File: src/rtl/bcd_addsub_serial.sv
// bcd_addsub_serial -- digit-serial BCD adder/subtractor, one decimal digit per clock,
// least-significant digit first. Subtraction uses 10's complement: each B digit is
// 9's-complemented and the incoming borrow is inverted into the carry chain.
//
// Ports
//   clk, rst_n : rising-edge clock, synchronous active-low reset
//   start      : request, accepted only while busy=0 (IDLE or DONE)
//   sub, cin   : 0: A+B+cin   1: A-B-cin (cin acts as borrow-in)
//   a, b       : packed BCD operands, digit 0 in [3:0]; latched on the accept edge
//   busy       : operation in progress
//   done       : one-cycle pulse; s/cout/err are valid from this cycle on
//   s          : BCD result, held until the next accepted start
//   cout       : add: decimal carry-out, sub: borrow-out
//   err        : some nibble of the latched a or b was above 9

// One decimal digit slice: returns the BCD sum digit and the decimal carry.
module bcd_digit (
    input  logic [3:0] ad,
    input  logic [3:0] bd,
    input  logic       sub,
    input  logic       ci,
    output logic [3:0] sd,
    output logic       co
);
    logic [3:0] bx;
    logic [4:0] t;

    always_comb begin
        // 9's complement wraps modulo 16 when bd is not a valid digit
        bx = sub ? (4'd9 - bd) : bd;
        t  = {1'b0, ad} + {1'b0, bx} + {4'b0, ci};
        co = (t > 5'd9);
        sd = co ? (t[3:0] + 4'd6) : t[3:0];
    end
endmodule

module bcd_addsub_serial #(
    parameter int DIGITS = 4
) (
    input  logic                clk,
    input  logic                rst_n,
    input  logic                start,
    input  logic                sub,
    input  logic                cin,
    input  logic [4*DIGITS-1:0] a,
    input  logic [4*DIGITS-1:0] b,
    output logic                busy,
    output logic                done,
    output logic [4*DIGITS-1:0] s,
    output logic                cout,
    output logic                err
);
    localparam int W  = 4 * DIGITS;
    localparam int IW = (DIGITS > 1) ? $clog2(DIGITS) : 1;

    typedef enum logic [1:0] {IDLE, RUN, DONE} state_t;

    state_t          state_q, state_d;
    logic [W-1:0]    a_q, b_q;
    logic            sub_q;
    logic            c_q;
    logic [IW-1:0]   idx;
    logic            accept, last, bad_in;
    logic [3:0]      ad, bd, sd;
    logic            cn;

    assign accept = start && (state_q != RUN);
    assign last   = (idx == IW'(DIGITS - 1));
    assign busy   = (state_q == RUN);
    assign done   = (state_q == DONE);

    // Digit currently being processed
    assign ad = a_q[{idx, 2'b00} +: 4];
    assign bd = b_q[{idx, 2'b00} +: 4];

    bcd_digit u_digit (
        .ad  (ad),
        .bd  (bd),
        .sub (sub_q),
        .ci  (c_q),
        .sd  (sd),
        .co  (cn)
    );

    // Invalid-digit scan of the raw operands, captured on accept
    always_comb begin
        bad_in = 1'b0;
        for (int i = 0; i < DIGITS; i++) begin
            if (a[4*i +: 4] > 4'd9 || b[4*i +: 4] > 4'd9)
                bad_in = 1'b1;
        end
    end

    always_ff @(posedge clk) begin
        if (!rst_n) state_q <= IDLE;
        else        state_q <= state_d;
    end

    always_comb begin
        state_d = state_q;
        case (state_q)
            IDLE:    if (start) state_d = RUN;
            RUN:     if (last)  state_d = DONE;
            DONE:    state_d = start ? RUN : IDLE;
            default: state_d = IDLE;
        endcase
    end

    always_ff @(posedge clk) begin
        if (!rst_n) begin
            a_q   <= '0;
            b_q   <= '0;
            sub_q <= 1'b0;
            c_q   <= 1'b0;
            idx   <= '0;
            s     <= '0;
            cout  <= 1'b0;
            err   <= 1'b0;
        end else if (accept) begin
            a_q   <= a;
            b_q   <= b;
            sub_q <= sub;
            // For subtract, a borrow-in of 0 means +1 in the 10's complement chain
            c_q   <= sub ? ~cin : cin;
            idx   <= '0;
            s     <= '0;
            cout  <= 1'b0;
            err   <= bad_in;
        end else if (state_q == RUN) begin
            s[{idx, 2'b00} +: 4] <= sd;
            c_q <= cn;
            idx <= idx + 1'b1;
            // In 10's complement, no final carry means the result went negative
            if (last) cout <= sub_q ? ~cn : cn;
        end
    end
endmodule
File: config.mk
export PLATFORM = sky130hd
export DESIGN_NAME = bcd_addsub_serial
export DESIGN_NICKNAME = d
export VERILOG_FILES = /design/src/rtl/bcd_addsub_serial.sv
export SDC_FILE = /design/constraint.sdc
export NUM_CORES = 1
export LEC_CHECK = 0
export CAP_MARGIN = 20
export CORE_ASPECT_RATIO = 1.4
export CORE_MARGIN = 5
export CORE_UTILIZATION = 40
export CTS_CLUSTER_DIAMETER = 50
export DETAILED_ROUTE_END_ITERATION = 8
export HOLD_SLACK_MARGIN = 0.12
export PLACE_DENSITY = 0.65
export SLEW_MARGIN = 20
export SYNTH_ARGS = -nofsm -noshare
export SYNTH_HDL_FRONTEND = slang
export SYNTH_SLANG_ARGS = --single-unit
File: constraint.sdc
create_clock -name clk -period 4.34 [get_ports clk]
set_input_delay 0.868 -clock clk [delete_from_list [all_inputs] [get_ports clk]]
set_output_delay 0.868 -clock clk [all_outputs]
set_load 0.03 [all_outputs]
# Word-level counts from Yosys, hierarchy flattened
# Index checks and enable logic that the tools add are counted.
# Widths: inputs -> output; s select.
[totals]
register_bits = 56
inputBits = 37
out_inout_bits = 20
wordCells = 62
[op_classes]
add_sub_neg = 6
magnitude_cmp = 9
n_eq_ne = 6
shift = 4
muxes = 15
bitwise = 3
n_reduce_logical = 10
[op_table]
columns = ["op", "n"]
rows = [
  ["$gt 4x4->1 const B", 8],
  ["$shiftx 16x5->4", 2],
  ["$bwmux 16", 1],
  ["$shift 4x6->16 const A", 1],
  ["$shiftx 4x6->16", 1],
  ["$mux 1", 9],
  ["$mux 4", 2],
  ["$neg 4->6", 1],
  ["$pmux 2 s3", 1],
  ["$add 4x4->5", 1],
  ["$add 5x1->5", 1],
  ["$gt 5x4->1 const B", 1],
  ["$add 4x3->4 const B", 1],
  ["$eq 2x2->1 const B", 2],
  ["$logic_or 1x1->1", 4],
  ["$mux 2", 2],
  ["$ne 2x1->1 const B", 2],
  ["$reduce_and 2->1", 2],
  ["$sub 4x4->4 const A", 1],
  ["$not 1->1", 3],
  ["$add 2x1->2 const B", 1],
  ["$eq 2x1->1 const B", 1],
  ["$logic_not 2->1", 1],
  ["$ne 2x2->1 const B", 1],
  ["other kinds (3)", 3],
]

# Longest topological paths before layout
[depth]
depth_word = 9
mapped_depth = 16
mapped_depth_nobuf = 15

# By module
# A second synthesis with hierarchy kept.
[unflattened]
cells_unflattened = 301
hier_area_um2 = 2805.2
[by_module_without_submodules]
columns = ["mod", "n_inst", "cells_each", "area_each_um2", "seq_area_each_um2"]
rows = [
  ["bcd_addsub_serial", 1, 266, 2527.4, 1121.1],
  ["bcd_digit", 1, 35, 277.8, 0.0],
]

# Least setup slack after synthesis
# No wires, ideal clock.
[synth_path]
path_type = "register to register"
from = "register idx[0]"
to = "register s[13]"
setup_time_ns = 0.128
arrival_ns = 3.380
required_time_ns = 4.212
setup_slack_ns = 0.832
path_stages_with_launch = 15
n_path_buf = 1
synth_period_minus_slack_ns = 3.508
path_cell_list = "dfxtp_1 buf_2 mux4_2 xnor2_1 fa_1 inv_1 fa_1 inv_1 ha_1 nand2_1 o31ai_4 nor3b_2 or3_4 a32oi_1 nor2_1"
[synth_between]
elab_chain_cells = 9
elab_cells_between_ends = 13
classes_between = "add/sub: 5; order compare: 1; shift: 4; mux: 3"
[synth_rtl]
columns = ["item", "line_no", "source"]
rows = [
  ["from (decl)", "62", "logic [IW-1:0] idx;"],
  ["from (signal assigned)", "132", "idx <= idx + 1'b1;"],
  ["$shiftx 16x5->4", "74", "assign bd = b_q[{idx, 2'b00} +: 4];"],
  ["$sub 4x4->4", "30", "bx = sub ? (4'd9 - bd) : bd;"],
  ["$mux 4", "30", ""],
  ["$add 4x4->5", "31", "t = {1'b0, ad} + {1'b0, bx} + {4'b0, ci};"],
  ["$add 5x1->5", "31", ""],
  ["$add 4x3->4 / $gt 5x4->1 (equally long branches)", "33, 32", ""],
  ["$mux 4", "33", "sd = co ? (t[3:0] + 4'd6) : t[3:0];"],
  ["$shiftx 4x6->16", "130", "s[{idx, 2'b00} +: 4] <= sd;"],
  ["$bwmux 16 *", "130", ""],
  ["to (signal assigned)", "116", "s <= '0;"],
  ["to (signal assigned)", "126", "s <= '0;"],
  ["to (signal, indexed assignment)", "130", ""],
  ["to (decl)", "49", "output logic [4*DIGITS-1:0] s,"],
]
# Every way passes the cells marked *; elsewhere a longest branch is shown, timed or not.
# A chain may end at the register's enable or synchronous reset.

# Worst setup path after layout
[layout_path]
from = "register idx[0]"
to = "register s[6]"
# The elaborated chain is that of the path after synthesis.

==> reports/metrics.cfg <==
[synth]
ys_ff_latch = 56
yosys.area_share.simple_pct = 19.7
synthXorXnorAreaFrac_pct = 1.87
synth_top_family_by_area = compound AO/OA/AOI/OAI gates
yosysWarnings = 0
synth-compound-area-share_pct = 20.6
synth_cells = 307
syn-cell-area_mm2 = 0.00274
synth_fa_ha_area_share_pct = 6.48
synth_edf_count = 0
async_flop_share_pct = 0
syn_avg_cell_area_um2 = 8.93
synth_nets = 357
synth_cell_types = 44
synth_mux_area_share_pct = 6.57
seq_area_frac_synth_pct = 40.9
ys.flop_type = dfxtp_1

[power]
irDropWorstVdd_uv = 197
p_leak_nw = 1.27
powerDensity_mw_per_mm2 = 319

[clock_network]
cts_tree = done
cts_root_buf = clkbuf_8
postCtsResizedCells = 0
post_cts_buffers = 0
clkSlewWorstSetupHoldPaths_ns = 0.10
cts_buffers = 5
htreeDepth = 2
clk-insertion-delay-late_ns = 0.31
cts_hold_buf = 0
cts_num_sinks = 56
cts_buffer_depth = 2

[drt]
first_iter_violations = 89
routed_wl_mm = 6.66
vias_per_cell = 5.15
dr.pass1.iters = 4
route.vias.total = 2332
drc = 0
antenna_left = 0
routedWlPerCell_um = 14.7

[critical_path]
critPathCaptureType = register
crit_required_ns = 4.60
critPathKind = reg -> reg
crit_arrival_ns = 3.87
crit_slowest_cell = mux4_2
cp-start-kind = register
slowest_delay_ns = 0.57
cp_cell_sequence = mux4_2 -> xnor2_1 -> fa_1 -> inv_1 -> fa_1 -> xor2_2 -> inv_1 -> ha_1 -> nand2_1 -> o31ai_4 -> nor3b_2 -> nor3_1 -> a21oi_2 -> a32o_1
critPathMaxFanout = 6

[global_routing]
grt_use_met2_pct = 28.8
track_usage_pct = 16.2
busiest_layer = met2
grt_overflow = 0
grt_antenna_before_repair = 0
grt_max_degree = 41
first_global_vias = 2301
grtUsageMet3_pct = 2.25
grt_first_pass_wirelength_mm = 11.1
grt_util_met1_pct = 19.1

[die]
io_pins = 57
dieHeight_um = 108
start_util_pct = 41.2
dieArea_mm2 = 0.00864
die_x_um = 80.0
num_rows = 35
core-area_mm2 = 0.00666

[sta]
post-route-period-util_pct = 83.3
rsz0062_at_grt = false
worst_pin_slew_ns = 0.895
slew_viol_final = 0
layout_min_cycle_time_ns = 3.62
finalHoldViolations = 0
setup_viol = 0
setup-tns-final_ns = 0
clock_skew_ns = 0.0110
fmax_ghz = 0.277
maxSlewHeadroom_pct = 39.8

[placed_design]
dp_hpwl_mm = 5.04
io_buffers = 56
gp_congestion = 0.865

[layout]
drive_gt1_share_pct = 7.76
antenna_cells = 0
mostFrequentLayoutCells = 82 x nand2_1, 56 x dfxtp_1, 56 x clkdlybuf4s50_1
finalNetCount = 410
layout_commonest_cell = nand2_1
syn2layout_area_growth_pct = 27.0
postLayoutCoreUtil_pct = 52.3

[hold_path]
hold_class = reg -> reg

[job]
maxCapViolCount = 0

[status]
status = complete, no violations

==> final timing paths <==
path	slack (ns)	startpoint	end	depth (start not counted)
setup / recovery	0.72	idx[0]$_SDFFE_PP0P_	s[6]$_SDFFE_PP0P_	14
hold / removal	0.47	a_q[2]$_SDFFE_PN0P_	a_q[2]$_SDFFE_PN0P_	2
setup reg to reg	0.72	idx[0]$_SDFFE_PP0P_	s[6]$_SDFFE_PP0P_	14
hold reg to reg	0.47	a_q[2]$_SDFFE_PN0P_	a_q[2]$_SDFFE_PN0P_	2
==> kinds of logic (layout without fill, tap and decap cells) <==
| kind of cell | count (synthesis) | in the layout |
|---|---|---|
| and+or+nand+nor | 121 | 121 |
| AOI/OAI and AO/OA | 77 | 77 |
| buffers and inverters | 27 | 81 |
| DFF | 56 | 56 |
| muxes | 8 | 8 |
| xor gates and xnor gates | 5 | 5 |
| adders and majority gates | 13 | 13 |
==> through the flow <==
| step | std cells | total power, mW | setup WS, ns | instance area [um^2] | hold WS [ns] |
|---|---|---|---|---|---|
| finish | 453 | 1.11 | 0.724 | 3480 | 0.468 |
| global placement | 445 | 0.824 | 0.884 | 3390 | 0.448 |
| CTS | 453 | 1.12 | 0.700 | 3480 | 0.470 |
| detailed placement | 445 | 0.830 | 0.734 | 3390 | 0.458 |
| floorplan | 307 | 0.740 | 0.832 | 2740 | 0.440 |
| global route | 453 | 1.17 | 0.400 | 3480 | 0.491 |
==> where the power goes <==
group	switching [mW]	internal (mW)
registers	0.0158	0.538
clock network	0.162	0.131
logic	0.144	0.120
total	0.322	0.788
==> synthesized netlist by cell type (2+ instances only) <==
cell / count / area, um^2
nor3_1: 4 / 20.0
a21oi_1: 9 / 45.0
ha_1: 11 / 138
a22oi_1: 4 / 30.0
a32oi_1: 4 / 35.0
nor2b_1: 2 / 12.5
mux4_2: 8 / 180
xnor2_1: 4 / 35.0
fa_1: 2 / 40.0
dfxtp_1: 56 / 1120
a21boi_0: 33 / 248
a32o_1: 4 / 40.0
nand3b_1: 2 / 15.0
nand2_1: 82 / 308
and3_1: 2 / 12.5
buf_2: 5 / 25.0
clkbuf_1: 9 / 33.8
a22o_1: 4 / 35.0
inv_1: 11 / 41.3
a21oi_2: 2 / 17.5
nand3_1: 2 / 10.0
nand4_1: 3 / 18.8
o21ai_0: 10 / 50.1
and2_1: 3 / 18.8
nor2_1: 12 / 45.0
==> metal layers <==
layer	share of wire (%)	wire length [um]
met4	2.2	147
met3	3.8	256
met1	42	2790
met2	52	3470
met5	0	0
==> flip-flops by register name, indices dropped and copies added (netlist names) <==
register  cells
idx           2
sub_q         1
a_q          16
cout          1
s            16
state_q       2
err           1
c_q           1
b_q          16
==> layout make-up <==
type	instances	area (um^2)
fill	656	3170
multi-input combinational	224	1510
sequential	56	1120
timing repair buffer	61	598
tap	92	115
clock buffer	8	90.1
inverter	12	45.0
==> critical path: cells and delay by family (launching register included) <==
family / cells / cell delay (ns)
flip-flops: 1 / 0.56
multiplexers: 1 / 0.57
buffers and inverters: 2 / 0.12
AND/OR/NAND/NOR: 3 / 0.46
AO/OA/AOI/OAI: 3 / 0.52
adder cells (fa/ha/maj): 3 / 0.86
XOR/XNOR: 2 / 0.47
No activity file was read; power rests on OpenSTA's default activity.
